===== src/rtl/nn_acc_pkg.sv =====
// Shared types and helpers for the NN accumulator/neuron datapaths.
// Holds the neuron FSM state enum, default Q-format constants and the
// saturating re-quantiser used by nn_dot_engine and later layers.
package nn_acc_pkg;

  localparam int DEF_LANES  = 4;
  localparam int DEF_DATA_W = 16;
  localparam int DEF_FRAC   = 8;

  // Widest value the saturate helper handles; accumulators must fit in it.
  localparam int MAX_W = 64;

  // Edges spent in DRAIN after the last beat before the result is formed:
  // products and tree sum still in flight, then the accumulator update.
  localparam logic [1:0] PIPE_DRAIN = 2'd2;

  typedef enum logic [1:0] {
    ST_IDLE,
    ST_RUN,
    ST_DRAIN,
    ST_OUT
  } state_t;

  typedef struct packed {
    logic                    sat;
    logic signed [MAX_W-1:0] val;
  } sat_t;

  // Clip a signed value to the dw-bit two's-complement range.
  function automatic sat_t nn_saturate(input logic signed [MAX_W-1:0] val,
                                       input int dw);
    logic signed [MAX_W-1:0] hi;
    logic signed [MAX_W-1:0] lo;
    sat_t res;
    hi = $signed((MAX_W'(1) << (dw - 1)) - MAX_W'(1));
    lo = ~hi;
    res.sat = 1'b0;
    res.val = val;
    if (val > hi) begin
      res.sat = 1'b1;
      res.val = hi;
    end else if (val < lo) begin
      res.sat = 1'b1;
      res.val = lo;
    end
    return res;
  endfunction

endpackage


===== src/rtl/nn_dot_engine_if.sv =====
// Configuration, input-stream and output-stream signals of the neuron engine.
// master = the fabric side driving work in; slave = the engine.
interface nn_dot_engine_if #(
  parameter int LANES  = 4,
  parameter int DATA_W = 16,
  parameter int LEN_W  = 16
) ();

  logic                    cfg_start;
  logic [LEN_W-1:0]        cfg_len;
  logic [DATA_W-1:0]       cfg_bias;
  logic                    busy;
  logic                    in_valid;
  logic                    in_ready;
  logic [LANES*DATA_W-1:0] in_act;
  logic [LANES*DATA_W-1:0] in_wgt;
  logic                    out_valid;
  logic                    out_ready;
  logic [DATA_W-1:0]       out_data;
  logic                    out_sat;

  modport master (
    output cfg_start, cfg_len, cfg_bias, in_valid, in_act, in_wgt, out_ready,
    input  busy, in_ready, out_valid, out_data, out_sat
  );

  modport slave (
    input  cfg_start, cfg_len, cfg_bias, in_valid, in_act, in_wgt, out_ready,
    output busy, in_ready, out_valid, out_data, out_sat
  );

endinterface


===== src/rtl/nn_lane_mult_tree.sv =====
// Two-stage lane multiplier: stage 1 registers LANES signed products,
// stage 2 registers their sign-extended sum. A valid bit follows each beat.
module nn_lane_mult_tree #(
  parameter int LANES  = 4,
  parameter int DATA_W = 16,
  parameter int SUM_W  = 34
) (
  input  logic                    clk_clk,
  input  logic                    reset_reset_n,
  input  logic                    beat_valid,
  input  logic [LANES*DATA_W-1:0] act,
  input  logic [LANES*DATA_W-1:0] wgt,
  output logic                    sum_valid,
  output logic signed [SUM_W-1:0] sum
);

  localparam int PROD_W = 2 * DATA_W;

  logic signed [PROD_W-1:0] prod_d [LANES];
  logic signed [PROD_W-1:0] prod_q [LANES];
  logic                     prod_valid;
  logic signed [SUM_W-1:0]  sum_d;

  // Full-precision signed product per lane.
  always_comb begin
    for (int i = 0; i < LANES; i++) begin
      prod_d[i] = PROD_W'($signed(act[i*DATA_W +: DATA_W]))
                * PROD_W'($signed(wgt[i*DATA_W +: DATA_W]));
    end
  end

  // Stage 1: capture products of an accepted beat.
  always_ff @(posedge clk_clk or negedge reset_reset_n) begin
    if (!reset_reset_n) begin
      prod_valid <= 1'b0;
      for (int i = 0; i < LANES; i++) prod_q[i] <= '0;
    end else begin
      prod_valid <= beat_valid;
      if (beat_valid) begin
        for (int i = 0; i < LANES; i++) prod_q[i] <= prod_d[i];
      end
    end
  end

  // Adder tree over the registered products, sign-extended to SUM_W.
  always_comb begin
    sum_d = '0;
    for (int i = 0; i < LANES; i++) begin
      sum_d = sum_d + SUM_W'(prod_q[i]);
    end
  end

  // Stage 2: capture the lane sum.
  always_ff @(posedge clk_clk or negedge reset_reset_n) begin
    if (!reset_reset_n) begin
      sum_valid <= 1'b0;
      sum       <= '0;
    end else begin
      sum_valid <= prod_valid;
      if (prod_valid) sum <= sum_d;
    end
  end

endmodule


===== src/rtl/nn_dot_engine.sv =====
// Fixed-point dot-product neuron: LANES act/weight pairs per beat, cfg_len
// beats accumulated, bias added, re-quantised to DATA_W with saturation.
// Optional macro NN_RELU_EN clamps negative results to zero after saturation.
//
// state    | meaning
// ST_IDLE  | waiting for cfg_start, busy low
// ST_RUN   | accepting beats until cfg_len have transferred
// ST_DRAIN | letting the multiply/sum/accumulate pipeline empty
// ST_OUT   | result presented until the consumer takes it
module nn_dot_engine
  import nn_acc_pkg::*;
#(
  parameter int LANES  = DEF_LANES,
  parameter int DATA_W = DEF_DATA_W,
  parameter int FRAC   = DEF_FRAC,
  parameter int ACC_W  = 40,
  parameter int LEN_W  = 16
) (
  input logic clk_clk,
  input logic reset_reset_n,
  nn_dot_engine_if.slave bus
);

  localparam int SUM_W = 2 * DATA_W + ((LANES > 1) ? $clog2(LANES) : 0);

  state_t                    state;
  logic [LEN_W-1:0]          len_q;
  logic [LEN_W-1:0]          beat_cnt;
  logic signed [DATA_W-1:0]  bias_q;
  logic [1:0]                drain_cnt;
  logic signed [ACC_W-1:0]   acc;

  logic                      beat_fire;
  logic                      sum_valid;
  logic signed [SUM_W-1:0]   sum;

  logic signed [ACC_W-1:0]   q_bias;
  logic signed [ACC_W-1:0]   q_r;
  sat_t                      q_res;
  logic [DATA_W-1:0]         q_data;
  logic                      q_sat;
  logic                      unused_q_hi;

  // in_ready is registered, so no path from in_valid back to in_ready.
  assign beat_fire = bus.in_valid && bus.in_ready;

  nn_lane_mult_tree #(
    .LANES  (LANES),
    .DATA_W (DATA_W),
    .SUM_W  (SUM_W)
  ) u_mult_tree (
    .clk_clk       (clk_clk),
    .reset_reset_n (reset_reset_n),
    .beat_valid    (beat_fire),
    .act           (bus.in_act),
    .wgt           (bus.in_wgt),
    .sum_valid     (sum_valid),
    .sum           (sum)
  );

  // Re-quantise accumulator + bias back to Q(FRAC) at DATA_W, floor rounding.
  always_comb begin
    q_bias = ACC_W'(bias_q) <<< FRAC;
    q_r    = (acc + q_bias) >>> FRAC;
    q_res  = nn_saturate(MAX_W'(q_r), DATA_W);
    q_data = q_res.val[DATA_W-1:0];
    q_sat  = q_res.sat;
`ifdef NN_RELU_EN
    if (q_data[DATA_W-1]) q_data = '0;
`endif
  end

  assign unused_q_hi = ^q_res.val[MAX_W-1:DATA_W];

  // Sequencing FSM with registered handshake outputs and the accumulator.
  always_ff @(posedge clk_clk or negedge reset_reset_n) begin
    if (!reset_reset_n) begin
      state         <= ST_IDLE;
      len_q         <= '0;
      beat_cnt      <= '0;
      bias_q        <= '0;
      drain_cnt     <= '0;
      acc           <= '0;
      bus.busy      <= 1'b0;
      bus.in_ready  <= 1'b0;
      bus.out_valid <= 1'b0;
      bus.out_data  <= '0;
      bus.out_sat   <= 1'b0;
    end else begin
      if (sum_valid) acc <= acc + ACC_W'(sum);
      case (state)
        ST_IDLE: begin
          if (bus.cfg_start) begin
            len_q    <= bus.cfg_len;
            bias_q   <= $signed(bus.cfg_bias);
            beat_cnt <= '0;
            acc      <= '0;
            bus.busy <= 1'b1;
            if (bus.cfg_len == '0) begin
              drain_cnt <= '0;
              state     <= ST_DRAIN;
            end else begin
              bus.in_ready <= 1'b1;
              state        <= ST_RUN;
            end
          end
        end
        ST_RUN: begin
          if (beat_fire) begin
            beat_cnt <= beat_cnt + LEN_W'(1);
            if (beat_cnt + LEN_W'(1) == len_q) begin
              bus.in_ready <= 1'b0;
              drain_cnt    <= PIPE_DRAIN;
              state        <= ST_DRAIN;
            end
          end
        end
        ST_DRAIN: begin
          if (drain_cnt == '0) begin
            bus.out_data  <= q_data;
            bus.out_sat   <= q_sat;
            bus.out_valid <= 1'b1;
            state         <= ST_OUT;
          end else begin
            drain_cnt <= drain_cnt - 2'd1;
          end
        end
        ST_OUT: begin
          if (bus.out_ready) begin
            bus.out_valid <= 1'b0;
            bus.busy      <= 1'b0;
            state         <= ST_IDLE;
          end
        end
        default: state <= ST_IDLE;
      endcase
    end
  end

endmodule


===== src/flat_wrapper.sv =====
// flat-port wrapper written by rule: the top's interface ports become plain ports
module nn_dot_engine_flat import nn_acc_pkg::*;
#(
  parameter int LANES  = DEF_LANES,
  parameter int DATA_W = DEF_DATA_W,
  parameter int FRAC   = DEF_FRAC,
  parameter int ACC_W  = 40,
  parameter int LEN_W  = 16
)
  (clk_clk, reset_reset_n, bus_cfg_start, bus_cfg_len, bus_cfg_bias, bus_in_valid, bus_in_act, bus_in_wgt, bus_out_ready, bus_busy, bus_in_ready, bus_out_valid, bus_out_data, bus_out_sat);
  nn_dot_engine_if #(.LANES(LANES), .DATA_W(DATA_W), .LEN_W(LEN_W)) bus_i ();
  input logic clk_clk;
  input logic reset_reset_n;
  input wire logic [$bits(bus_i.cfg_start)-1:0] bus_cfg_start;
  input wire logic [$bits(bus_i.cfg_len)-1:0] bus_cfg_len;
  input wire logic [$bits(bus_i.cfg_bias)-1:0] bus_cfg_bias;
  input wire logic [$bits(bus_i.in_valid)-1:0] bus_in_valid;
  input wire logic [$bits(bus_i.in_act)-1:0] bus_in_act;
  input wire logic [$bits(bus_i.in_wgt)-1:0] bus_in_wgt;
  input wire logic [$bits(bus_i.out_ready)-1:0] bus_out_ready;
  output wire logic [$bits(bus_i.busy)-1:0] bus_busy;
  output wire logic [$bits(bus_i.in_ready)-1:0] bus_in_ready;
  output wire logic [$bits(bus_i.out_valid)-1:0] bus_out_valid;
  output wire logic [$bits(bus_i.out_data)-1:0] bus_out_data;
  output wire logic [$bits(bus_i.out_sat)-1:0] bus_out_sat;
  assign bus_i.cfg_start = bus_cfg_start;
  assign bus_i.cfg_len = bus_cfg_len;
  assign bus_i.cfg_bias = bus_cfg_bias;
  assign bus_i.in_valid = bus_in_valid;
  assign bus_i.in_act = bus_in_act;
  assign bus_i.in_wgt = bus_in_wgt;
  assign bus_i.out_ready = bus_out_ready;
  assign bus_busy = bus_i.busy;
  assign bus_in_ready = bus_i.in_ready;
  assign bus_out_valid = bus_i.out_valid;
  assign bus_out_data = bus_i.out_data;
  assign bus_out_sat = bus_i.out_sat;
  nn_dot_engine #(.LANES(LANES), .DATA_W(DATA_W), .FRAC(FRAC), .ACC_W(ACC_W), .LEN_W(LEN_W)) u_core (.clk_clk(clk_clk), .reset_reset_n(reset_reset_n), .bus(bus_i));
endmodule

===== config.mk =====
export PLATFORM = sky130hd
export DESIGN_NAME = nn_dot_engine_flat
export DESIGN_NICKNAME = d
export VERILOG_FILES = /design/src/rtl/nn_acc_pkg.sv /design/src/rtl/nn_dot_engine_if.sv /design/src/rtl/nn_lane_mult_tree.sv /design/src/rtl/nn_dot_engine.sv /design/src/flat_wrapper.sv
export SDC_FILE = /design/constraint.sdc
export NUM_CORES = 2
export LEC_CHECK = 0
export ABC_AREA = 1
export ABC_CLOCK_PERIOD_IN_PS = 4790
export CAP_MARGIN = 20
export CORE_MARGIN = 1
export CORE_UTILIZATION = 40
export CTS_CLUSTER_DIAMETER = 120
export DETAILED_ROUTE_END_ITERATION = 16
export REMOVE_ABC_BUFFERS = 1
export SYNTH_ARGS = -nofsm -noshare
export SYNTH_HDL_FRONTEND = slang
export SYNTH_SLANG_ARGS = --single-unit

===== constraint.sdc =====
create_clock -name clk_clk -period 4.79 [get_ports clk_clk]
set_input_delay 0.479 -clock clk_clk [delete_from_list [all_inputs] [get_ports clk_clk]]
set_output_delay 0.479 -clock clk_clk [all_outputs]
set_load 0.05 [all_outputs]

==> flow_summary.yaml <==
clock_network:
  clock_sinks: 276
  path_clk_slew_ns: 0.07
  cts_tree: "yes"
  numCtsBuffers: 34
  clockBufferDepth: 3
  h-tree-depth: 2
  clockRootBuffer: "clkbuf_16"
  clk_latency_ns: 0.56
sta:
  finalSetupViolCount: 76
  hold_viol: 0
  max_freq_mhz: 189
  max-slew-margin-rel: 0.387
  holdWs_ns: 0.435
  period_share: 1.10
  max_slew.worst_pin.slew_ns: 0.919
  fin_crit_ns: 5.28
  skew_ns: 0.0286
  rsz0062_at_grt: "true"
  maxSlewViolCount: 0
  setup_slack_ns: -0.494
synth:
  netlist.area_leader.share: 0.374
  synth_edf_count: 0
  syn_area_per_cell_sq_um: 7.72
  async_flop_share: 1.00
  synthTopCellsByArea: "fa_1, nand2_1, inv_1"
  yosys.area.top_type: "fa_1"
  synth_seq_cells: 276
  yosysUniqueCellTypes: 49
  syn-cell-area_sq_mm: 0.0596
  syn-instance-count: 7720
  yosys_most_used_dff: "dfrtp_1"
  yosysSeqAreaShare: 0.116
  yosys_warnings: 0
critical_path:
  crit_type: "in -> reg"
  r2r_cells: 16
  cp-start-kind: "primary input"
  required_ns: 5.30
  crit_fanout: 5
  arrival_ns: 5.79
  endpoint_kind: "flop"
die:
  floorplan.io_pins: 185
  initial_core_util: 0.403
  core_sq_mm: 0.148
  dieWidth_um: 388
  die-area_sq_mm: 0.151
  dieHeight_um: 388
  rows: 141
global_routing:
  grt_pass1_wl_um: 279000
  grtUsageTotal: 0.228
  globalRouteOverflowTotal: 0
  antenna_found_initial: 1
  grt_pass1_vias: 54500
  grt_max_degree: 149
drt:
  routed_via_density: 4.83
  antenna_left: 0
  drt_wl_total_um: 173000
  route.detailed.drc: 0
  vias: 51500
  drtIter0Drc: 2825
  routedWlPerCell_um: 16.2
  dr.pass1.iters: 6
final_layout:
  multi_input_area_sq_mm: 0.0492
  n_antenna_cell: 0
  seq_area_sq_mm: 0.00691
  drive_gt1_frac: 0.282
  area_delta_synth_final_pct: 33.3
  num-nets-final: 10400
  nFillCells: 13200
min_path:
  hold_path.class: "in -> reg"
  min_path_cells: 4
placed_design:
  gp_congestion: 0.917
  io_buffers: 184
  hpwl_um: 135000
job:
  maxCapViolations: 0
status:
  violations: "negative setup slack"
  status: "complete, but fails checks"
[area by class of cell]
class	instances	area share
sequential	276	0.0869
tap	1930	0.0304
clock buffer	45	0.0120
inverter	2043	0.0971
multi-input combinational	5109	0.619
timing repair buffer	1248	0.153
clock inverter	15	0.00203
[cells in the mapped netlist, drive strengths merged, types with 2 or more instances]
| cell type | instances |
|---|---|
| a211oi | 6 |
| a21boi | 11 |
| a21o | 23 |
| a21oi | 244 |
| a221oi | 3 |
| a311oi | 2 |
| a31oi | 17 |
| and2 | 6 |
| and3 | 5 |
| buf | 12 |
| clkbuf | 280 |
| dfrtp | 276 |
| fa | 1115 |
| ha | 438 |
| inv | 2042 |
| nand2 | 2045 |
| nand3 | 159 |
| nand3b | 10 |
| nand4 | 53 |
| nor2 | 308 |
| nor3 | 46 |
| nor4 | 8 |
| o211ai | 35 |
| o21a | 12 |
| o21ai | 277 |
| o21bai | 28 |
| o221ai | 2 |
| o22ai | 14 |
| o31ai | 2 |
| or2 | 71 |
| xnor2 | 76 |
| xor2 | 89 |
[stage by stage]
| step | setup slack [ns] | cell area [sq um] | setup TNS, ns | utilization | std cells |
|---|---|---|---|---|---|
| 5_1_grt | -0.659 | 79500 | -32.28 | 0.538 | 10700 |
| 6_report | -0.494 | 79500 | -20.53 | 0.538 | 10700 |
| 4_1_cts | -0.512 | 76000 | -20.74 | 0.514 | 10600 |
| 2_1_floorplan | -0.913 | 58500 | -43.21 | - | 7428 |
| 3_3_place_gp | -1.81 | 69100 | -130.81 | 0.467 | 10300 |
| 3_5_place_dp | -1.84 | 69100 | -134.66 | 0.467 | 10300 |
[per-layer routing]
metal	share of wire	routed length (um)	track usage
met3	0.047	8080	0.0230
met4	0.027	4730	0.0571
met2	0.49	84900	0.386
met5	0.000075	13	0
met1	0.44	75300	0.311
[registers in the layout, indices dropped and copies added, names as in the netlist]
| register | flops |
|---|---|
| u_core.acc | 40 |
| u_core.beat_cnt | 16 |
| u_core.bias_q | 16 |
| u_core.bus.busy | 1 |
| u_core.bus.in_ready | 1 |
| u_core.bus.out_data | 16 |
| u_core.bus.out_sat | 1 |
| u_core.bus.out_valid | 1 |
| u_core.drain_cnt | 2 |
| u_core.len_q | 16 |
| u_core.state | 2 |
| u_core.u_mult_tree.prod_q | 128 |
| u_core.u_mult_tree.prod_valid | 1 |
| u_core.u_mult_tree.sum | 34 |
| u_core.u_mult_tree.sum_valid | 1 |
[cells in the final DEF, fill, tap and decap left out, types with 186 or more instances in the layout]
master and instances:
ha_1 338, buf_4 711, fa_1 980, nand2_1 1761
inv_1 1751, nand2_2 186, dfrtp_1 275, inv_2 274
nor2_1 242, buf_6 306
[cell families after synthesis]
kind of cell / synth area share
and+or+nand+nor: 0.183
buffers and inverters: 0.147
adders and majority gates: 0.466
AOI/OAI and AO/OA: 0.0632
DFF: 0.116
xor gates and xnor gates: 0.0242
[repair_timing]
| item | CTS | global route |
|---|---|---|
| hold endpoints to repair | 23 | 0 |
| setup buffers | 195 | 122 |
| setup endpoints to repair | 94 | 90 |
| hold buffers | 1 | 0 |
| pin swaps | 567 | 564 |
| gates resized for setup | 1580 | 960 |
| cloned | 31 | 1 |
[final timing paths]
kind / from / end / slack (ns)
setup / recovery: bus_in_wgt[55] / u_core.u_mult_tree.prod_q[29] / -0.49
hold / removal: bus_in_act[0] / u_core.u_mult_tree.prod_q[96] / 0.44
setup reg to reg: u_core.u_mult_tree.prod_q[65] / u_core.u_mult_tree.sum[19] / 0.91
hold reg to reg: u_core.drain_cnt[1] / u_core.drain_cnt[1] / 0.47
max in group asynchronous: reset_reset_n / u_core.acc[39] / 3.11
min in group asynchronous: reset_reset_n / u_core.len_q[8] / 0.51
[critical path, cell delays in order]
cell,delay [ns]
buf_4,0.12
buf_6,0.13
nand2_2,0.06
fa_1,0.53
inv_1,0.06
fa_1,0.51
fa_1,0.62
fa_1,0.46
fa_1,0.49
inv_1,0.05
fa_1,0.49
inv_2,0.05
ha_4,0.28
nand2_4,0.06
inv_2,0.06
nand2_4,0.06
nor3_4,0.24
nand4_1,0.20
nand3_2,0.14
a21o_1,0.22
a21boi_4,0.10
o211ai_1,0.21
nand3_2,0.10
nand2_1,0.09
Power is not shown: default switching activity piles up to over one toggle a cycle in this logic, so the estimate is an artifact.
